**config.mk**
```make
export PLATFORM = sky130hd
export DESIGN_NAME = apb_cmd_queue
export DESIGN_NICKNAME = d
export VERILOG_FILES = /design/src/rtl/apb_cmd_pkg.sv /design/src/rtl/apb_cmd_fifo.sv /design/src/rtl/apb_cmd_queue.sv
export SDC_FILE = /design/constraint.sdc
export NUM_CORES = 1
export LEC_CHECK = 0
export ABC_AREA = 1
export CORE_MARGIN = 4
export CORE_UTILIZATION = 40
export CTS_CLUSTER_DIAMETER = 30
export DETAILED_ROUTE_END_ITERATION = 10
export PLACE_DENSITY = 0.6
export SKIP_LAST_GASP = 1
export SLEW_MARGIN = 10
export SYNTH_ARGS = -nofsm -noshare
export SYNTH_HDL_FRONTEND = slang
export SYNTH_HIERARCHICAL = 1
export SYNTH_SLANG_ARGS = --single-unit
```
**constraint.sdc**
```tcl
create_clock -name I_PCLK -period 7.7 [get_ports I_PCLK]
set_input_delay 0.77 -clock I_PCLK [delete_from_list [all_inputs] [get_ports I_PCLK]]
set_output_delay 0.77 -clock I_PCLK [all_outputs]
set_load 0.1 [all_outputs]
```
**src/rtl/apb_cmd_pkg.sv**
```systemverilog
// Shared types and storage-word layout for the APB command queue.
// A stored command is packed as {slave_id, write, wdata, addr}, with addr in the LSBs.
package apb_cmd_pkg;

    typedef enum logic [1:0] {
        IDLE,
        ISSUE,
        WAIT_ADDR,
        WAIT_DATA
    } head_state_e;

    localparam int unsigned ADDR_LSB = 0;

    function automatic int unsigned wdata_lsb(input int unsigned aw);
        return aw;
    endfunction

    function automatic int unsigned write_bit(input int unsigned aw, input int unsigned dw);
        return aw + dw;
    endfunction

    function automatic int unsigned slave_id_lsb(input int unsigned aw, input int unsigned dw);
        return aw + dw + 1;
    endfunction

    function automatic int unsigned cmd_width(input int unsigned aw, input int unsigned dw,
                                              input int unsigned sw);
        return aw + dw + 1 + sw;
    endfunction

endpackage

```
**src/rtl/apb_cmd_fifo.sv**
```systemverilog
// Synchronous FIFO that keeps an occupancy counter.
// Full and empty are derived from that counter, and the head entry is read combinationally.
module apb_cmd_fifo #(
    parameter int unsigned WIDTH = 8,
    parameter int unsigned DEPTH = 4
) (
    input  logic                       clk,
    input  logic                       rst,
    input  logic                       push,
    input  logic [WIDTH-1:0]           push_data,
    input  logic                       pop,
    output logic [WIDTH-1:0]           head_data,
    output logic [$clog2(DEPTH):0]     level,
    output logic                       full,
    output logic                       empty
);

    localparam int unsigned PTR_W = $clog2(DEPTH);
    localparam int unsigned LVL_W = PTR_W + 1;

    logic [WIDTH-1:0] mem [DEPTH];
    logic [PTR_W-1:0] wr_ptr;
    logic [PTR_W-1:0] rd_ptr;
    logic             do_push;
    logic             do_pop;

    assign full    = (level == LVL_W'(DEPTH));
    assign empty   = (level == '0);
    assign do_push = push && !full;
    assign do_pop  = pop && !empty;

    assign head_data = mem[rd_ptr];

    always_ff @(posedge clk) begin
        if (do_push) begin
            mem[wr_ptr] <= push_data;
        end
    end

    always_ff @(posedge clk) begin
        if (rst) begin
            wr_ptr <= '0;
            rd_ptr <= '0;
            level  <= '0;
        end else begin
            if (do_push) begin
                wr_ptr <= wr_ptr + 1'b1;
            end
            if (do_pop) begin
                rd_ptr <= rd_ptr + 1'b1;
            end
            unique case ({do_push, do_pop})
                2'b10:   level <= level + 1'b1;
                2'b01:   level <= level - 1'b1;
                default: level <= level;
            endcase
        end
    end

endmodule

```
**src/rtl/apb_cmd_queue.sv**
```systemverilog
// Per-master command queue in front of an APB master.
// It buffers whole commands and splits the head command onto separate address and write-data valid/ready channels.
module apb_cmd_queue
    import apb_cmd_pkg::*;
#(
    parameter int unsigned ADDR_WIDTH     = 32,
    parameter int unsigned DATA_WIDTH     = 32,
    parameter int unsigned SLAVE_ID_WIDTH = 2,
    parameter int unsigned FIFO_DEPTH     = 4,
    localparam int unsigned LEVEL_WIDTH   = $clog2(FIFO_DEPTH) + 1
) (
    input  logic                      I_PCLK,
    input  logic                      I_PRESET,
    input  logic                      I_CMD_VALID,
    output logic                      O_CMD_READY,
    input  logic [ADDR_WIDTH-1:0]     I_CMD_ADDR,
    input  logic [DATA_WIDTH-1:0]     I_CMD_WDATA,
    input  logic                      I_CMD_WRITE,
    input  logic [SLAVE_ID_WIDTH-1:0] I_CMD_SLAVE_ID,
    output logic [ADDR_WIDTH-1:0]     O_PADDR,
    output logic                      O_PADDR_VALID,
    input  logic                      I_PADDR_READY,
    output logic [DATA_WIDTH-1:0]     O_PWDATA,
    output logic                      O_PWDATA_VALID,
    input  logic                      I_PWDATA_READY,
    output logic                      O_PWRITE,
    output logic [SLAVE_ID_WIDTH-1:0] O_PSLAVE_ID,
    output logic [LEVEL_WIDTH-1:0]    O_LEVEL,
    output logic                      O_EMPTY,
    output logic                      O_CMD_DONE
);

    localparam int unsigned CMD_W     = cmd_width(ADDR_WIDTH, DATA_WIDTH, SLAVE_ID_WIDTH);
    localparam int unsigned WDATA_LSB = wdata_lsb(ADDR_WIDTH);
    localparam int unsigned WRITE_BIT = write_bit(ADDR_WIDTH, DATA_WIDTH);
    localparam int unsigned SID_LSB   = slave_id_lsb(ADDR_WIDTH, DATA_WIDTH);

    head_state_e state;
    head_state_e next_state;

    logic [CMD_W-1:0]          push_word;
    logic [CMD_W-1:0]          head_word;
    logic [LEVEL_WIDTH-1:0]    level;
    logic                      full;
    logic                      empty;
    logic                      push_fire;
    logic [ADDR_WIDTH-1:0]     head_addr;
    logic [DATA_WIDTH-1:0]     head_wdata;
    logic                      head_write;
    logic [SLAVE_ID_WIDTH-1:0] head_sid;
    logic                      head_live;
    logic                      paddr_valid;
    logic                      pwdata_valid;
    logic                      addr_hs;
    logic                      data_hs;
    logic                      addr_complete;
    logic                      data_complete;
    logic                      retire;
    logic                      more_left;

    assign push_word = {I_CMD_SLAVE_ID, I_CMD_WRITE, I_CMD_WDATA, I_CMD_ADDR};
    assign push_fire = I_CMD_VALID && !full;

    apb_cmd_fifo #(
        .WIDTH (CMD_W),
        .DEPTH (FIFO_DEPTH)
    ) u_fifo (
        .clk       (I_PCLK),
        .rst       (I_PRESET),
        .push      (I_CMD_VALID),
        .push_data (push_word),
        .pop       (retire),
        .head_data (head_word),
        .level     (level),
        .full      (full),
        .empty     (empty)
    );

    assign head_addr  = head_word[ADDR_LSB +: ADDR_WIDTH];
    assign head_wdata = head_word[WDATA_LSB +: DATA_WIDTH];
    assign head_write = head_word[WRITE_BIT];
    assign head_sid   = head_word[SID_LSB +: SLAVE_ID_WIDTH];

    always_ff @(posedge I_PCLK) begin
        if (I_PRESET) begin
            state <= IDLE;
        end else begin
            state <= next_state;
        end
    end

    // Entry state carries the per-channel done flags.
    // A push into an empty queue goes straight to ISSUE, so VALID shows one cycle after the push.
    always_comb begin
        paddr_valid  = 1'b0;
        pwdata_valid = 1'b0;
        unique case (state)
            ISSUE: begin
                paddr_valid  = 1'b1;
                pwdata_valid = head_write;
            end
            WAIT_ADDR: paddr_valid  = 1'b1;
            WAIT_DATA: pwdata_valid = 1'b1;
            default: ;
        endcase

        addr_hs       = paddr_valid && I_PADDR_READY;
        data_hs       = pwdata_valid && I_PWDATA_READY;
        addr_complete = (state == WAIT_DATA) || addr_hs;
        data_complete = (state == WAIT_ADDR) || ((state == ISSUE) && !head_write) || data_hs;
        retire        = (state != IDLE) && addr_complete && data_complete;
        more_left     = (level > LEVEL_WIDTH'(1)) || push_fire;

        next_state = state;
        unique case (state)
            IDLE: begin
                if (push_fire) begin
                    next_state = ISSUE;
                end
            end
            default: begin
                if (retire) begin
                    next_state = more_left ? ISSUE : IDLE;
                end else if (state == ISSUE) begin
                    if (addr_hs) begin
                        next_state = WAIT_DATA;
                    end else if (data_hs) begin
                        next_state = WAIT_ADDR;
                    end
                end
            end
        endcase
    end

    assign head_live = (state != IDLE);

    assign O_CMD_READY    = !full;
    assign O_PADDR_VALID  = paddr_valid;
    assign O_PWDATA_VALID = pwdata_valid;
    assign O_PADDR        = head_live ? head_addr : '0;
    assign O_PWDATA       = (head_live && head_write) ? head_wdata : '0;
    assign O_PWRITE       = head_live && head_write;
    assign O_PSLAVE_ID    = head_live ? head_sid : '0;
    assign O_LEVEL        = level;
    assign O_EMPTY        = empty;
    assign O_CMD_DONE     = retire;

endmodule

```
==> results of run 1 <==
[sequential cells by signal, summed over array words and instances (netlist names), named ones only]
register,cells
u_fifo/rd_ptr,2
u_fifo/level,3
state,2
u_fifo/wr_ptr,2
u_fifo/mem,268
[tightest hold or removal path, cell delays in order (launching register included)]
cell	delay (ns)
dfxtp_1	0.32
a21oi_1	0.05
nor2_1	0.07
[metrics by stage]
stage	worst slack, ns	instance area, sq um	hold WS [ns]	total power, mW	instances
after floorplan	2.834	11220	0.4481	2.965	899
after global placement	3.243	12930	0.4684	3.329	1380
after detailed placement	3.203	12930	0.4732	3.334	1380
after CTS	2.622	14830	0.4859	5.720	1482
after global routing	2.369	14830	0.5216	5.862	1482
final	2.727	14830	0.4814	5.658	1482
[area by class of cell]
| cell class | instances | area [sq um] | area share (%) |
|---|---|---|---|
| clock buffers | 64 | 1453 | 9.797 |
| clock inverters | 38 | 441.7 | 2.979 |
| inverters | 95 | 361.6 | 2.439 |
| multi-input cells | 475 | 2311 | 15.59 |
| flip-flops and latches | 279 | 8273 | 55.80 |
| well taps | 378 | 473.0 | 3.190 |
| repair buffers | 153 | 1514 | 10.21 |
[worst paths after layout]
check,slack [ns],endpoint,startpoint
setup / recovery,2.73,O_PWDATA[13],register
hold / removal,0.48,u_fifo/rd_ptr[0]$_SDFFE_PP0P_,u_fifo/rd_ptr[0]$_SDFFE_PP0P_
setup reg to reg,4.12,u_fifo/level[2]$_SDFFE_PP0P_,register
hold reg to reg,0.48,u_fifo/rd_ptr[0]$_SDFFE_PP0P_,u_fifo/rd_ptr[0]$_SDFFE_PP0P_
[kinds of logic after synthesis]
kind of cell | after synthesis | share of synthesized area [%]
flip-flops | 279 | 73.66
AND/OR/NAND/NOR | 252 | 8.806
AO/OA/AOI/OAI | 213 | 10.31
buffers and inverters | 145 | 6.042
adder cells (fa/ha/maj) | 10 | 1.182
[power groups by stage]
stage | logic, mW | clock network (mW) | registers, mW
CTS | 1.53 | 2.41 | 1.78
floorplan | 1.15 | 0 | 1.81
global placement | 1.53 | 0 | 1.80
detailed placement | 1.53 | 0 | 1.80
global route | 1.59 | 2.49 | 1.78
finish | 1.52 | 2.36 | 1.78
[layer usage]
metal / vias up / global-route usage, % / share of wire [%]
li1: 3499 / - / -
met1: 3488 / 20.61 / 44
met2: 243 / 26.72 / 48
met3: 47 / 3.724 / 5.9
met4: 0 / 4.873 / 2.0
met5: - / 0 / 0
[Yosys cell counts]
master	n
o21ai_1	3
edfxtp_1	268
nor2_2	2
buf_1	3
buf_2	18
inv_6	1
nor2_1	212
ha_1	9
nand3_1	6
nand3b_1	3
nand3_2	1
dfxtp_1	11
fa_1	1
buf_6	10
o21ai_0	133
nand2_1	23
inv_2	3
clkbuf_4	3
o22ai_1	67
a21oi_2	2
clkbuf_2	7
inv_1	91
clkbuf_1	8
buf_8	1
nand4_1	1
nand2_2	4
a21oi_1	8
==> impl_metrics.yaml, run 1 <==
critical_path:
  path_buf_inv: 4
  crit_family: "buffers and inverters"
  crit_top_cell: "nor2_1"
  start_kind: "register"
  path_cells: "buf_4 > nor2_1 > o22ai_1 > inv_1 > nor2_2 > inv_2 > nor2_1 > clkdlybuf4s50_1"
  crit_required_ns: 6.93
  rr_worst_depth: 20
  worstSetupEndpointType: "output pin"
  worst-path-max-fanout: 83
  path_class: "register to output pin"
  cpMaxStageDelayCell: "clkdlybuf4s50_1"
  cp.arrival_ns: 4.20
  slowest_delay_ns: 1.15
  crit_cells: 8
finish:
  final_common_cell: "edfxtp_1"
  fin_nets: 1141
  post-route-util_pct: 53.52
  fillCellCount: 2371
  final_cell_mix: "268 x edfxtp_1, 208 x nor2_1, 146 x clkdlybuf4s50_1"
  antenna_cells: 0
  area_delta_synth_final_pct: 32.09
  drive_gt1_share_pct: 10.42
clock_network:
  insertion_delay_ns: 0.55
  clock_sinks: 279
  cts_tree: "yes"
  post_cts_buffers: 0
  clk_pin_slew_worst_paths_ns: 0.05
  holdBufCountCts: 0
  cts_root_buf: "clkbuf_16"
  htreeDepth: 2
  cts_made_buffers: 55
  cts_resized: 0
  clockBufferDepth: 3
sta:
  timing_hold_violations_final: 0
  worst_pin_slew_ns: 1.144
  fin_setup_tns_ns: 0
  slew_headroom_pct: 23.54
  finalClockSkew_ns: 0.01271
  setup_violations: 0
  fmax_mhz: 201.1
  rsz0062_at_grt: "no"
  min_period_over_period_pct: 64.59
  finalCriticalPeriod_ns: 4.973
  slew_viol_final: 0
detailed_routing:
  antenna_left: 0
  drt-vias-per-instance: 4.910
  drcViolationCount: 0
  drt_iter0_drc: 468
  totalWireLength_mm: 24.93
  vias: 7277
  drt_first_pass_iters: 5
  wire_per_inst_microns: 16.82
floorplanning:
  rows: 61
  initial_core_util_pct: 40.51
  die_area_sq_um: 30810
  die_h_microns: 175.5
  pin_count: 147
  die_w_microns: 175.5
  coreArea_sq_um: 27710
logic_synthesis:
  yosysUniqueCellTypes: 27
  ys_ff_latch: 279
  synth.avg_cell_area_sq_um: 12.49
  syn_inst: 899
  netlist_area_sq_um: 11220
  synth_top_area_cell: "edfxtp_1"
  synth_fp_nets: 981
  synth_top_area_share_pct: 71.70
  yosysSeqAreaShare_pct: 73.66
  yosys_warnings: 6
  synth_area_leaders: "edfxtp_1 72%, nor2_1 7.1%, o21ai_0 5.9%"
hold_path:
  min_path_cells: 2
  hold_class: "register to register"
global_route:
  grt.total_usage_pct: 15.87
  overflow: 0
  grt_antenna_before_repair: 0
  grt_pass1_vias: 7257
  grt_pass1_wl_mm: 38.68
  grt_max_degree: 135
power:
  p_seq_share_pct: 31.4
  clock_power_share_pct: 41.8
  combPwrFrac_pct: 26.8
  p_int_mw: 3.685
  power.net_switching_mw: 1.973
  sw_frac_of_total_pct: 34.88
  p_per_area_nw_per_um2: 381.6
  leakagePower_nw: 5.415
  ir_drop_uv: 312.1
placed_design:
  place_congestion: 0.7244
  hpwlAfterDp_mm: 12.90
  portBuffers: 146
run:
  cap_viol_max_count: 0
run_status:
  status: "completed"
Note: power is estimated with default switching activity, not from simulation.
==> run 2, diff against run 1 <==
--- a/config.mk
+++ b/config.mk
@@ -10,7 +10,7 @@
 export CORE_UTILIZATION = 40
 export CTS_CLUSTER_DIAMETER = 30
 export DETAILED_ROUTE_END_ITERATION = 10
-export PLACE_DENSITY = 0.6
+export PLACE_DENSITY = 0.62
 export SKIP_LAST_GASP = 1
 export SLEW_MARGIN = 10
 export SYNTH_ARGS = -nofsm -noshare
==> constraint.sdc (replaced) <==
create_clock -name I_PCLK -period 4.27 [get_ports I_PCLK]
set_input_delay 0.427 -clock I_PCLK [delete_from_list [all_inputs] [get_ports I_PCLK]]
set_output_delay 0.427 -clock I_PCLK [all_outputs]
set_load 0.1 [all_outputs]
==> impl_metrics.yaml, run 2 (synthesis results as in run 1) <==
critical_path:
  crit_required_ns: 3.84
  cp.arrival_ns: 3.19
  rrSetupSlack_ns: 1.05
  rr_worst_depth: 18
  worstSetupEndpointType: "output pin"
  path_class: "register to output pin"
  worst-path-max-fanout: 37
  start_kind: "register"
finish:
  area_delta_synth_final_pct: 33.27
  final_cell_mix: "268 x edfxtp_1, 208 x nor2_1, 133 x o21ai_0"
  largest_reg_flops: 268
  seq_area_sq_um: 8273
  multi_input_area_sq_um: 2311
  post-route-util_pct: 53.99
  largest_register: "u_fifo/mem"
  final_common_cell: "edfxtp_1"
  top_regs: "u_fifo/mem (268), u_fifo/level (3)"
  fillCellCount: 2320
  drive_gt1_share_pct: 16.38
  fin_nets: 1139
detailed_routing:
  totalWireLength_mm: 25.22
  drt_iter0_drc: 514
  vias: 7194
  wire_per_inst_microns: 17.05
  drt_first_pass_iters: 5
  drcViolationCount: 0
  antenna_left: 0
  drt-vias-per-instance: 4.864
global_route:
  grt_pass1_wl_mm: 39.27
  grt_pass1_vias: 7280
  grt_max_degree: 73
  grt_antenna_before_repair: 1
  grt.total_usage_pct: 16.08
  overflow: 0
run:
  cap_viol_max_count: 0
clock_network:
  htreeDepth: 2
  cts_resized: 0
  cts_tree: "yes"
  holdBufCountCts: 0
  post_cts_buffers: 0
  insertion_delay_ns: 0.54
  cts_made_buffers: 51
  clockBufferDepth: 3
  clk_pin_slew_worst_paths_ns: 0.05
  cts_root_buf: "clkbuf_16"
  clock_sinks: 279
power:
  power.total_mw: 10.23
  p_per_area_nw_per_um2: 683.9
  ir_drop_uv: 444.7
  leakagePower_nw: 5.604
sta:
  worst_pin_slew_ns: 0.9822
  slew_viol_final: 0
  slew_headroom_pct: 34.32
  finalClockSkew_ns: 0.01925
  min_period_over_period_pct: 84.64
  fmax_mhz: 276.7
  finalCriticalPeriod_ns: 3.614
  rsz0062_at_grt: "no"
  timing_hold_violations_final: 0
  setup_violations: 0
floorplanning:
  coreArea_sq_um: 27710
  die_area_sq_um: 30810
  die_w_microns: 175.5
  die_h_microns: 175.5
  rows: 61
  pin_count: 147
  initial_core_util_pct: 40.51
hold_path:
  hold_class: "register to register"
  min_path_cells: 2
  min_from: "u_fifo/rd_ptr[0]$_SDFFE_PP0P_"
placed_design:
  hpwlAfterDp_mm: 13.84
  portBuffers: 146
  place_congestion: 0.7566
run_status:
  status: "completed"
==> run 2: worst paths after layout <==
path | to
setup / recovery | O_PWDATA[27]
hold / removal | u_fifo/rd_ptr[0]$_SDFFE_PP0P_
setup reg to reg | u_fifo/level[2]$_SDFFE_PP0P_
hold reg to reg | u_fifo/rd_ptr[0]$_SDFFE_PP0P_
==> run 2: layout make-up <==
class / instances / share of cell area [%]
diodes: 2 / 0.03346
clock buffers: 61 / 8.991
clock inverters: 34 / 3.237
inverters: 95 / 2.417
multi-input cells: 475 / 15.45
flip-flops and latches: 279 / 55.30
well taps: 378 / 3.162
repair buffers: 155 / 11.41
==> run 2: routing by layer <==
layer  wire (microns)  track usage [%]  vias up  share of wire [%]
li1                 -                -     3498                  -
met1            10820            21.18     3423                 43
met2            12140            26.60      226                 48
met3             1740            3.960       47                6.9
met4              520            4.906        0                2.1
met5                0                0        -                  0
==> run 2: per-stage QoR <==
| stage | TNS [ns] | hold slack [ns] | std cells | setup slack [ns] | instance area, sq um |
|---|---|---|---|---|---|
| 2_1_floorplan | -159.80 | 0.4481 | 899 | -0.5963 | 11220 |
| 3_5_place_dp | 0 | 0.4764 | 1382 | 1.068 | 13130 |
| 4_1_cts | 0 | 0.4863 | 1477 | 0.5947 | 14950 |
| 5_1_grt | 0 | 0.5091 | 1478 | 0.4306 | 14960 |
| 3_3_place_gp | 0 | 0.4618 | 1382 | 1.170 | 13130 |
| 6_report | 0 | 0.4827 | 1479 | 0.6560 | 14960 |
==> run 2: worst max-delay path: stages (launching register included) <==
cell	delay [ns]
dfxtp_2	0.79
inv_2	0.45
o21ai_0	0.24
o22ai_1	0.13
inv_1	0.11
nor2_2	0.05
inv_2	0.48
nor2_1	0.17
buf_12	0.21
==> run 2: report_power, final <==
part           internal [mW]  leakage (nW)  total [mW]  switching [mW]
registers               3.16          2.55        3.20          0.0451
logic                  0.628          2.18        2.83            2.20
clock network           2.90         0.873        4.20            1.30
==> run 3, diff against run 2 <==
--- a/config.mk
+++ b/config.mk
@@ -10,7 +10,7 @@
 export CORE_UTILIZATION = 40
 export CTS_CLUSTER_DIAMETER = 30
 export DETAILED_ROUTE_END_ITERATION = 10
-export PLACE_DENSITY = 0.62
+export PLACE_DENSITY = 0.6
 export SKIP_LAST_GASP = 1
 export SLEW_MARGIN = 10
 export SYNTH_ARGS = -nofsm -noshare
==> constraint.sdc (replaced) <==
create_clock -name I_PCLK -period 3.7 [get_ports I_PCLK]
set_input_delay 0.37 -clock I_PCLK [delete_from_list [all_inputs] [get_ports I_PCLK]]
set_output_delay 0.37 -clock I_PCLK [all_outputs]
set_load 0.1 [all_outputs]
==> impl_metrics.yaml, run 3 (synthesis results as in run 1) <==
detailed_routing:
  totalWireLength_mm: 24.90
  drcViolationCount: 0
  antenna_left: 0
  wire_per_inst_microns: 16.82
  drt_first_pass_iters: 7
  vias: 7272
  drt_iter0_drc: 497
  drt-vias-per-instance: 4.914
floorplanning:
  pin_count: 147
  die_area_sq_um: 30810
  initial_core_util_pct: 40.51
  die_h_microns: 175.5
  rows: 61
  die_w_microns: 175.5
  coreArea_sq_um: 27710
sta:
  slew_viol_final: 0
  worst_pin_slew_ns: 0.9707
  setup_violations: 0
  timing_hold_violations_final: 0
  fmax_mhz: 347.4
  finalClockSkew_ns: 0.01228
  finalCriticalPeriod_ns: 2.879
  rsz0062_at_grt: "no"
  min_period_over_period_pct: 77.81
  slew_headroom_pct: 35.09
clock_network:
  cts_resized: 0
  cts_tree: "yes"
  insertion_delay_ns: 0.53
  cts_root_buf: "clkbuf_16"
  htreeDepth: 2
  cts_made_buffers: 52
  clk_pin_slew_worst_paths_ns: 0.05
  clockBufferDepth: 3
  holdBufCountCts: 0
  post_cts_buffers: 0
  clock_sinks: 279
global_route:
  grt.total_usage_pct: 16.18
  grt_pass1_wl_mm: 39.51
  overflow: 0
  grt_antenna_before_repair: 0
  grt_max_degree: 73
  grt_pass1_vias: 7356
power:
  ir_drop_uv: 561.1
  leakagePower_nw: 5.742
  p_per_area_nw_per_um2: 785.5
hold_path:
  hold_class: "primary input to register"
  min_path_cells: 2
  min_from: "I_PRESET"
critical_path:
  crit_required_ns: 3.33
  slowest_delay_ns: 0.50
  crit_cells: 7
  worstSetupEndpointType: "output pin"
  crit_family: "buffers and inverters"
  rr_worst_depth: 20
  worst-path-max-fanout: 51
  start_kind: "register"
  path_buf_inv: 4
  cp.arrival_ns: 2.51
  cpMaxStageDelayCell: "buf_4"
  path_class: "register to output pin"
  path_cells: "inv_6 > buf_4 > o21ai_0 > o22ai_1 > inv_1 > nor2_1 > buf_12"
finish:
  final_common_cell: "edfxtp_1"
  seq_area_sq_um: 8273
  final_area_sq_um: 15480
  post-route-util_pct: 55.86
  multi_input_area_sq_um: 2311
  antenna_cells: 0
  area_delta_synth_final_pct: 37.88
  fin_nets: 1144
  largest_register: "u_fifo/mem"
  fillCellCount: 2264
  largest_reg_flops: 268
  final_cells: 1480
  top_regs: "u_fifo/mem (268), u_fifo/level (3)"
  final_cell_mix: "268 x edfxtp_1, 208 x nor2_1, 133 x o21ai_0"
  drive_gt1_share_pct: 16.88
placed_design:
  dp.cells: 1386
  portBuffers: 146
  hpwlAfterDp_mm: 13.90
  place_area_sq_um: 13710
  place_congestion: 0.7566
run_status:
  status: "completed"
run:
  cap_viol_max_count: 0
run 3: changes by cell type in the layout (fill, tap and decap cells not counted), sizes merged:
cell      before  now
bufinv        11    8
clkinv        16   17
inv           96  101
buf           78   82
clkbuf        61   56
clkinvlp       6    7
diode          2    0
run 3: layout make-up:
type	instances	area share, %
Sequential cell	279	53.46
Multi-Input combinational cell	475	14.93
Timing Repair Buffer	159	14.78
Clock buffer	56	8.643
Tap cell	378	3.056
Clock inverter	38	2.797
Inverter	95	2.336
run 3: final timing paths:
kind / end / slack, ns
worst max-delay path: O_PADDR[1] / 0.82
worst min register to register: u_fifo/rd_ptr[0]$_SDFFE_PP0P_ / 0.49
worst max register to register: u_fifo/level[2]$_SDFFE_PP0P_ / 1.12
worst min-delay path: state[1]$_SDFFE_PP0P_ / 0.45
run 3: report_power, final:
part           total (mW)  internal [mW]  switching (mW)
Sequential           3.68           3.64          0.0428
Clock                4.68           3.17            1.51
Combinational        3.80           1.14            2.65
run 3: worst register-to-register path, cell delays in order, from the launching register on:
cell and delay (ns):
dfxtp_4 0.36, inv_6 0.21, o21ai_0 0.12, o22ai_1 0.17
nand2_1 0.09, nand2_2 0.10, nand2_2 0.07, nand2_2 0.06
nand2_2 0.07, inv_2 0.11, inv_1 0.05, nor2_1 0.11
ha_1 0.17, inv_1 0.07, fa_1 0.38, inv_1 0.06
nand2_1 0.07, nand3_1 0.07, nand2_1 0.05, inv_1 0.04
nor2_1 0.03
run 3: per-layer routing:
metal / part of all wire [%] / track usage (%) / vias up
met1: 43 / 20.06 / 3518
met5: 0 / 0 / -
met3: 6.0 / 3.745 / 53
met2: 49 / 28.33 / 194
met4: 2.4 / 5.003 / 0
li1: - / - / 3507
run 3: metrics by stage:
| stage | setup slack (ns) | hold slack [ns] | total power, mW | setup TNS, ns |
|---|---|---|---|---|
| final | 0.8211 | 0.4527 | 12.16 | 0 |
| after global routing | 0.6206 | 0.4573 | 12.58 | 0 |
| after CTS | 0.7744 | 0.4296 | 12.30 | 0 |
| after detailed placement | 1.129 | 0.4868 | 7.575 | 0 |
| after global placement | 1.188 | 0.4741 | 7.555 | 0 |
| after floorplan | -0.1012 | 0.4324 | 6.165 | -27.45 |
